[config.mk]
export PLATFORM = sky130hd
export DESIGN_NAME = pipeline_hazard_ctrl_flat
export DESIGN_NICKNAME = d
export VERILOG_FILES = /design/src/rtl/pipeline_hazard_ctrl_if.sv /design/src/rtl/pipeline_hazard_ctrl.sv /design/src/flat_wrapper.sv
export SDC_FILE = /design/constraint.sdc
export NUM_CORES = 1
export LEC_CHECK = 0
export ABC_AREA = 1
export CAP_MARGIN = 20
export CORE_ASPECT_RATIO = 0.8
export CORE_UTILIZATION = 44
export CTS_BUF_LIST = sky130_fd_sc_hd__clkbuf_8 sky130_fd_sc_hd__clkbuf_16
export CTS_CLUSTER_SIZE = 25
export DETAILED_ROUTE_END_ITERATION = 8
export PLACE_DENSITY = 0.77
export SLEW_MARGIN = 20
export SYNTH_ARGS = -nofsm -noshare
export SYNTH_HDL_FRONTEND = slang
export SYNTH_SLANG_ARGS = --single-unit
[constraint.sdc]
create_clock -name clk -period 1.59 [get_ports clk]
set_input_delay 0.318 -clock clk [delete_from_list [all_inputs] [get_ports clk]]
set_output_delay 0.318 -clock clk [all_outputs]
set_load 0.05 [all_outputs]
[src/rtl/pipeline_hazard_ctrl_if.sv]
// Hazard-control bundle: ID/EX hazard sources from the datapath, and the
// stall/flush/status outputs going back to it.
interface pipeline_hazard_ctrl_if #(
  parameter int REG_WIDTH = 4,
  parameter int CNT_WIDTH = 16
);
  logic [REG_WIDTH-1:0] rsD;
  logic [REG_WIDTH-1:0] rtD;
  logic                 R_type;
  logic                 MemReadE;
  logic [REG_WIDTH-1:0] rtE;
  logic                 FloatingE;
  logic                 branch_taken_i;
  logic                 Jump;
  logic                 Stop;

  logic                 stall_PC_o;
  logic                 stall_IF_ID_o;
  logic                 flush_IF_ID_o;
  logic                 stall_ID_EX_o;
  logic                 flush_ID_EX_o;
  logic                 halted_o;
  logic [1:0]           state_o;
  logic [CNT_WIDTH-1:0] stall_cnt_o;

  modport master (
    output rsD, rtD, R_type, MemReadE, rtE, FloatingE, branch_taken_i, Jump, Stop,
    input  stall_PC_o, stall_IF_ID_o, flush_IF_ID_o, stall_ID_EX_o, flush_ID_EX_o,
           halted_o, state_o, stall_cnt_o
  );

  modport slave (
    input  rsD, rtD, R_type, MemReadE, rtE, FloatingE, branch_taken_i, Jump, Stop,
    output stall_PC_o, stall_IF_ID_o, flush_IF_ID_o, stall_ID_EX_o, flush_ID_EX_o,
           halted_o, state_o, stall_cnt_o
  );
endinterface

[src/rtl/pipeline_hazard_ctrl.sv]
// Pipeline hazard controller: resolves branch, floating-op, load-use, stop and
// jump hazards into stall/flush controls, and counts PC stall cycles.
module pipeline_hazard_ctrl #(
  parameter int REG_WIDTH  = 4,
  parameter int FP_LATENCY = 3,
  parameter int CNT_WIDTH  = 16
) (
  input  logic                  clk,
  input  logic                  rst,
  pipeline_hazard_ctrl_if.slave hz
);

  localparam logic [1:0] RUN    = 2'd0;
  localparam logic [1:0] FPWAIT = 2'd1;
  localparam logic [1:0] HALT   = 2'd2;

  localparam logic [3:0]           FP_LOAD = 4'(FP_LATENCY - 1);
  localparam logic [CNT_WIDTH-1:0] CNT_ONE = {{(CNT_WIDTH-1){1'b0}}, 1'b1};

  logic [1:0]           state, state_next;
  logic [3:0]           fp_cnt, fp_cnt_next;
  logic [CNT_WIDTH-1:0] stall_cnt;
  logic [REG_WIDTH-1:0] rs_id, rt_id, rt_ex;
  logic                 load_use;
  logic                 stall_pc, stall_if_id, flush_if_id, stall_id_ex, flush_id_ex;

  assign rs_id    = hz.rsD;
  assign rt_id    = hz.rtD;
  assign rt_ex    = hz.rtE;
  assign load_use = hz.MemReadE & ((rt_ex == rs_id) | (hz.R_type & (rt_ex == rt_id)));

  // Only the highest-priority cause acts in RUN; FPWAIT ignores new causes
  // because the same floating instruction is still being held in EX.
  always_comb begin
    state_next  = state;
    fp_cnt_next = fp_cnt;
    stall_pc    = 1'b0;
    stall_if_id = 1'b0;
    flush_if_id = 1'b0;
    stall_id_ex = 1'b0;
    flush_id_ex = 1'b0;
    case (state)
      RUN: begin
        if (hz.branch_taken_i) begin
          flush_if_id = 1'b1;
          flush_id_ex = 1'b1;
        end else if (hz.FloatingE) begin
          stall_pc    = 1'b1;
          stall_if_id = 1'b1;
          stall_id_ex = 1'b1;
          fp_cnt_next = FP_LOAD;
          state_next  = FPWAIT;
        end else if (load_use) begin
          stall_pc    = 1'b1;
          stall_if_id = 1'b1;
          flush_id_ex = 1'b1;
        end else if (hz.Stop) begin
          flush_if_id = 1'b1;
          state_next  = HALT;
        end else if (hz.Jump) begin
          flush_if_id = 1'b1;
        end
      end
      FPWAIT: begin
        if (fp_cnt != 4'd1) begin
          stall_pc    = 1'b1;
          stall_if_id = 1'b1;
          stall_id_ex = 1'b1;
          fp_cnt_next = fp_cnt - 4'd1;
        end else begin
          fp_cnt_next = 4'd0;
          state_next  = RUN;
        end
      end
      HALT: begin
        stall_pc    = 1'b1;
        stall_if_id = 1'b1;
        flush_id_ex = 1'b1;
      end
      default: begin
        state_next  = RUN;
        fp_cnt_next = 4'd0;
      end
    endcase
    if (rst) begin
      stall_pc    = 1'b0;
      stall_if_id = 1'b0;
      flush_if_id = 1'b0;
      stall_id_ex = 1'b0;
      flush_id_ex = 1'b0;
    end
  end

  always_ff @(posedge clk or posedge rst) begin
    if (rst) begin
      state     <= RUN;
      fp_cnt    <= 4'd0;
      stall_cnt <= '0;
    end else begin
      state  <= state_next;
      fp_cnt <= fp_cnt_next;
      if (stall_pc && (stall_cnt != '1))
        stall_cnt <= stall_cnt + CNT_ONE;
    end
  end

  assign hz.stall_PC_o    = stall_pc;
  assign hz.stall_IF_ID_o = stall_if_id;
  assign hz.flush_IF_ID_o = flush_if_id;
  assign hz.stall_ID_EX_o = stall_id_ex;
  assign hz.flush_ID_EX_o = flush_id_ex & ~stall_id_ex;
  assign hz.halted_o      = (state == HALT);
  assign hz.state_o       = state;
  assign hz.stall_cnt_o   = stall_cnt;

endmodule

[src/flat_wrapper.sv]
// flat-port wrapper written by rule: the top's interface ports become plain ports
module pipeline_hazard_ctrl_flat 
#(
  parameter int REG_WIDTH  = 4,
  parameter int FP_LATENCY = 3,
  parameter int CNT_WIDTH  = 16
)
  (clk, rst, hz_rsD, hz_rtD, hz_R_type, hz_MemReadE, hz_rtE, hz_FloatingE, hz_branch_taken_i, hz_Jump, hz_Stop, hz_stall_PC_o, hz_stall_IF_ID_o, hz_flush_IF_ID_o, hz_stall_ID_EX_o, hz_flush_ID_EX_o, hz_halted_o, hz_state_o, hz_stall_cnt_o);
  pipeline_hazard_ctrl_if #(.REG_WIDTH(REG_WIDTH), .CNT_WIDTH(CNT_WIDTH)) hz_i ();
  input  logic clk;
  input  logic rst;
  input wire logic [$bits(hz_i.rsD)-1:0] hz_rsD;
  input wire logic [$bits(hz_i.rtD)-1:0] hz_rtD;
  input wire logic [$bits(hz_i.R_type)-1:0] hz_R_type;
  input wire logic [$bits(hz_i.MemReadE)-1:0] hz_MemReadE;
  input wire logic [$bits(hz_i.rtE)-1:0] hz_rtE;
  input wire logic [$bits(hz_i.FloatingE)-1:0] hz_FloatingE;
  input wire logic [$bits(hz_i.branch_taken_i)-1:0] hz_branch_taken_i;
  input wire logic [$bits(hz_i.Jump)-1:0] hz_Jump;
  input wire logic [$bits(hz_i.Stop)-1:0] hz_Stop;
  output wire logic [$bits(hz_i.stall_PC_o)-1:0] hz_stall_PC_o;
  output wire logic [$bits(hz_i.stall_IF_ID_o)-1:0] hz_stall_IF_ID_o;
  output wire logic [$bits(hz_i.flush_IF_ID_o)-1:0] hz_flush_IF_ID_o;
  output wire logic [$bits(hz_i.stall_ID_EX_o)-1:0] hz_stall_ID_EX_o;
  output wire logic [$bits(hz_i.flush_ID_EX_o)-1:0] hz_flush_ID_EX_o;
  output wire logic [$bits(hz_i.halted_o)-1:0] hz_halted_o;
  output wire logic [$bits(hz_i.state_o)-1:0] hz_state_o;
  output wire logic [$bits(hz_i.stall_cnt_o)-1:0] hz_stall_cnt_o;
  assign hz_i.rsD = hz_rsD;
  assign hz_i.rtD = hz_rtD;
  assign hz_i.R_type = hz_R_type;
  assign hz_i.MemReadE = hz_MemReadE;
  assign hz_i.rtE = hz_rtE;
  assign hz_i.FloatingE = hz_FloatingE;
  assign hz_i.branch_taken_i = hz_branch_taken_i;
  assign hz_i.Jump = hz_Jump;
  assign hz_i.Stop = hz_Stop;
  assign hz_stall_PC_o = hz_i.stall_PC_o;
  assign hz_stall_IF_ID_o = hz_i.stall_IF_ID_o;
  assign hz_flush_IF_ID_o = hz_i.flush_IF_ID_o;
  assign hz_stall_ID_EX_o = hz_i.stall_ID_EX_o;
  assign hz_flush_ID_EX_o = hz_i.flush_ID_EX_o;
  assign hz_halted_o = hz_i.halted_o;
  assign hz_state_o = hz_i.state_o;
  assign hz_stall_cnt_o = hz_i.stall_cnt_o;
  pipeline_hazard_ctrl #(.REG_WIDTH(REG_WIDTH), .FP_LATENCY(FP_LATENCY), .CNT_WIDTH(CNT_WIDTH)) u_core (.clk(clk), .rst(rst), .hz(hz_i));
endmodule
==> impl_metrics.xml <==
<?xml version="1.0" encoding="UTF-8"?>
<metrics>
  <group name="placed_design">
    <metric name="gpl.final_weighted_congestion" unit="">0.848</metric>
    <metric name="number_of_buffers_inserted_by_port_buffering" unit="">43</metric>
    <metric name="hpwlAfterDp" unit="um">3620</metric>
  </group>
  <group name="routing">
    <metric name="final_antenna_net_count" unit="">0</metric>
    <metric name="detail_route.wirelength" unit="um">5840</metric>
    <metric name="dr.pass1.iters" unit="">5</metric>
    <metric name="vias" unit="">2004</metric>
    <metric name="wl_per_cell" unit="um">16.6</metric>
    <metric name="detailed_route_iter0_violations" unit="">179</metric>
    <metric name="post_detailed_route_via_to_cell_ratio" unit="">5.69</metric>
    <metric name="detail_route.drc_violations" unit="">0</metric>
  </group>
  <group name="global_routing">
    <metric name="overflow" unit="">0</metric>
    <metric name="grt_pass1_vias" unit="">1968</metric>
    <metric name="global_route_total_usage_across_every_layer" unit="">0.295</metric>
    <metric name="grt_first_pass_wirelength" unit="um">9240</metric>
    <metric name="maximum_number_of_pins_on_one_net_before_global_route_repair" unit="">21</metric>
    <metric name="antenna_found_initial" unit="">0</metric>
  </group>
  <group name="job">
    <metric name="drv_cap" unit="">0</metric>
  </group>
  <group name="yosys">
    <metric name="synthesized_net_count" unit="">246</metric>
    <metric name="synth_top_family_by_area" unit="">simple AND/OR/NAND/NOR gates</metric>
    <metric name="post_synth.cell_area_avg" unit="um^2">7.29</metric>
    <metric name="synth.ff_latch_count" unit="">22</metric>
    <metric name="postSynth.topFlopCell" unit="">sky130_fd_sc_hd__dfrtp_1</metric>
    <metric name="postSynthCellCount" unit="">223</metric>
    <metric name="post_synth_cell_types" unit="">29</metric>
    <metric name="synth_enable_flop_cells" unit="">0</metric>
    <metric name="adder_cell_fraction_of_synth_area" unit="">0.0231</metric>
    <metric name="yosys-mux-area-fraction" unit="">0</metric>
    <metric name="synth_compound_area_frac" unit="">0.0500</metric>
    <metric name="post_synth_instance_area" unit="mm^2">0.00163</metric>
    <metric name="synth_seq_area_share" unit="">0.338</metric>
    <metric name="synth_async_sr_flop_share" unit="">1.00</metric>
    <metric name="synth-warning-count" unit="">0</metric>
    <metric name="synth-simple-area-share" unit="">0.409</metric>
    <metric name="post_synth_xor_area_fraction" unit="">0.0808</metric>
  </group>
  <group name="timing">
    <metric name="setup_violators_final" unit="">22</metric>
    <metric name="worst_clock_skew" unit="ns">0.00209</metric>
    <metric name="grt_setup_unrepaired" unit="">yes</metric>
    <metric name="drv_slew" unit="">0</metric>
    <metric name="fin_setup_tns" unit="ns">-2.69</metric>
    <metric name="worst-slew-pin-transition" unit="ns">0.444</metric>
    <metric name="slew-limit-headroom" unit="">0.702</metric>
    <metric name="finalCritPeriodShare" unit="">1.15</metric>
    <metric name="period_minus_slack" unit="ns">1.82</metric>
    <metric name="final-hold-violation-count" unit="">0</metric>
    <metric name="fmax" unit="MHz">549</metric>
    <metric name="setup_slack" unit="ns">-0.232</metric>
  </group>
  <group name="layout">
    <metric name="area_growth" unit="%">76.9</metric>
    <metric name="layout.core_utilization" unit="">0.829</metric>
    <metric name="fillers" unit="">184</metric>
    <metric name="post_layout_nets" unit="">334</metric>
    <metric name="mostFrequentLayoutCell" unit="">sky130_fd_sc_hd__nand2_1</metric>
    <metric name="post_route_cells_drive_above_1_share" unit="">0.419</metric>
    <metric name="most-common-layout-cells" unit="">64 x sky130_fd_sc_hd__nand2_1, 37 x sky130_fd_sc_hd__buf_4, 26 x sky130_fd_sc_hd__buf_12, 20 x sky130_fd_sc_hd__inv_1, 18 x sky130_fd_sc_hd__nand4_1</metric>
    <metric name="antenna_cells_inserted" unit="">0</metric>
  </group>
  <group name="die">
    <metric name="die-width" unit="um">70.0</metric>
    <metric name="placementRows" unit="">19</metric>
    <metric name="die_area" unit="mm^2">0.00395</metric>
    <metric name="chipHeight" unit="um">56.4</metric>
    <metric name="ios" unit="">44</metric>
    <metric name="fp.coreArea" unit="mm^2">0.00347</metric>
    <metric name="initial_core_util" unit="">0.469</metric>
  </group>
  <group name="clock_tree">
    <metric name="cts_tree" unit="">built</metric>
    <metric name="cts_buffer_depth" unit="">2</metric>
    <metric name="number_of_hold_repair_buffers_added_at_the_cts_stage" unit="">0</metric>
    <metric name="cts_htree_levels" unit="">1</metric>
    <metric name="tritoncts.num_buffers" unit="">3</metric>
    <metric name="clkLatencyLatePin" unit="ns">0.26</metric>
    <metric name="root_buffer" unit="">sky130_fd_sc_hd__clkbuf_8</metric>
    <metric name="clock_slew_seen_by_the_registers_of_the_worst_setup_and_hold_paths" unit="ns">0.08</metric>
    <metric name="numClockSinks" unit="">22</metric>
  </group>
  <group name="worst_setup_path">
    <metric name="worstPathMaxFanout" unit="">7</metric>
    <metric name="cp.required" unit="ns">1.27</metric>
    <metric name="worst_path_max_delay_cell" unit="">sky130_fd_sc_hd__dfrtp_2</metric>
    <metric name="setup.worst_path.start_class" unit="">flip-flop</metric>
    <metric name="cp_slowest_stage_delay" unit="ns">0.51</metric>
    <metric name="cp.arrival" unit="ns">1.50</metric>
    <metric name="critical_path_cell_list" unit="">nor2_4 &gt; nand2_2 &gt; inv_2 &gt; nor2_4 &gt; a21oi_4 &gt; buf_12</metric>
    <metric name="critical_path_class" unit="">reg2out</metric>
    <metric name="crit_path_end_kind" unit="">output pin</metric>
    <metric name="critPathMostFrequentCell" unit="">sky130_fd_sc_hd__nor2_4</metric>
  </group>
  <group name="min_path">
    <metric name="worst_hold_path_type" unit="">reg2reg</metric>
  </group>
  <group name="power_and_ir_drop">
    <metric name="power_leakage" unit="nW">1.39</metric>
    <metric name="vdd_drop_max" unit="V">0.00115</metric>
    <metric name="power_per_cell_area" unit="mW/mm^2">1440</metric>
  </group>
  <group name="run_status">
    <metric name="run_status" unit="">complete, but fails checks</metric>
    <metric name="violations" unit="">negative setup slack</metric>
  </group>
</metrics>
-- worst paths after layout --
| check | from | to | slack [ns] | depth (start not counted) |
|---|---|---|---|---|
| worst max-delay path | u_core.hz.state_o[1] | hz_stall_IF_ID_o | -0.23 | 6 |
| worst min-delay path | u_core.fp_cnt[3] | u_core.fp_cnt[3] | 0.57 | 2 |
| worst max register to register | u_core.fp_cnt[1] | u_core.hz.stall_cnt_o[4] | -0.14 | 12 |
| worst min register to register | u_core.fp_cnt[3] | u_core.fp_cnt[3] | 0.57 | 2 |
| max in group asynchronous | rst | u_core.hz.stall_cnt_o[4] | 0.57 | 4 |
| min in group asynchronous | rst | u_core.hz.stall_cnt_o[3] | 0.65 | 3 |
-- critical path: cells and delay by family (launching register included) --
family / cells / cell delay (ns)
and+or+nand+nor: 3 / 0.28
AOI/OAI and AO/OA: 1 / 0.19
buffers and inverters: 2 / 0.24
DFF: 1 / 0.51
-- flip-flops by register name, indices dropped and copies added, names as in the netlist --
name	flops
u_core.fp_cnt	4
u_core.hz.stall_cnt_o	16
u_core.hz.state_o	2
-- cell type report --
class / instances / area [um^2] / area share
Inverter: 28 / 108 / 0.0374
Timing Repair Buffer: 87 / 1000 / 0.348
Sequential cell: 22 / 559 / 0.194
Tap cell: 42 / 52.6 / 0.0183
Multi-Input combinational cell: 169 / 1100 / 0.383
Clock buffer: 4 / 55.1 / 0.0191
-- where the power goes --
group | switching, mW | total, mW | internal [mW]
clock | 0.183 | 0.404 | 0.221
combinational | 1.56 | 2.88 | 1.32
sequential | 0.179 | 0.870 | 0.691
-- repair_timing --
action,in CTS,in global routing
setup endpoints to repair,21,22
setup buffers,9,2
cloned,1,0
pin swaps,35,13
gates resized for setup,68,12
-- metal layers --
layer | up-vias | global-route usage | share of wire
met5 | - | 0 | 0
met4 | 0 | 0.0600 | 0.035
met3 | 27 | 0.0503 | 0.074
met2 | 133 | 0.515 | 0.49
met1 | 939 | 0.385 | 0.40
li1 | 905 | - | -
-- per-stage QoR --
step / instances / cell area, um^2 / hold WS (ns) / total power, mW / setup slack, ns
2_1_floorplan: 223 / 1720 / 0.349 / 2.18 / -0.381
3_5_place_dp: 336 / 2640 / 0.511 / 3.30 / -0.670
5_1_grt: 352 / 2880 / 0.588 / 4.34 / -0.286
4_1_cts: 350 / 2820 / 0.534 / 3.92 / -0.186
6_report: 352 / 2880 / 0.574 / 4.16 / -0.232
3_3_place_gp: 336 / 2640 / 0.492 / 3.24 / -0.583
-- kinds of logic after synthesis --
logic type                 Yosys count
xor gates and xnor gates            15
buffers and inverters               33
AOI/OAI and AO/OA                   14
and+or+nand+nor                    136
DFF                                 22
adders and majority gates            3
-- Yosys cell counts, types with 3 or more instances --
library cell / n / area share
sky130_fd_sc_hd__nand3_1: 12 / 0.037
sky130_fd_sc_hd__nor3_1: 9 / 0.028
sky130_fd_sc_hd__xnor2_1: 4 / 0.022
sky130_fd_sc_hd__o21ai_0: 3 / 0.0092
sky130_fd_sc_hd__nand4_1: 18 / 0.069
sky130_fd_sc_hd__nand2_1: 68 / 0.16
sky130_fd_sc_hd__xor2_1: 11 / 0.059
sky130_fd_sc_hd__a21oi_1: 7 / 0.022
sky130_fd_sc_hd__dfrtp_1: 22 / 0.34
sky130_fd_sc_hd__inv_1: 26 / 0.060
sky130_fd_sc_hd__nor2_1: 19 / 0.044
sky130_fd_sc_hd__ha_1: 3 / 0.023
(Power assumes the default switching activity.)
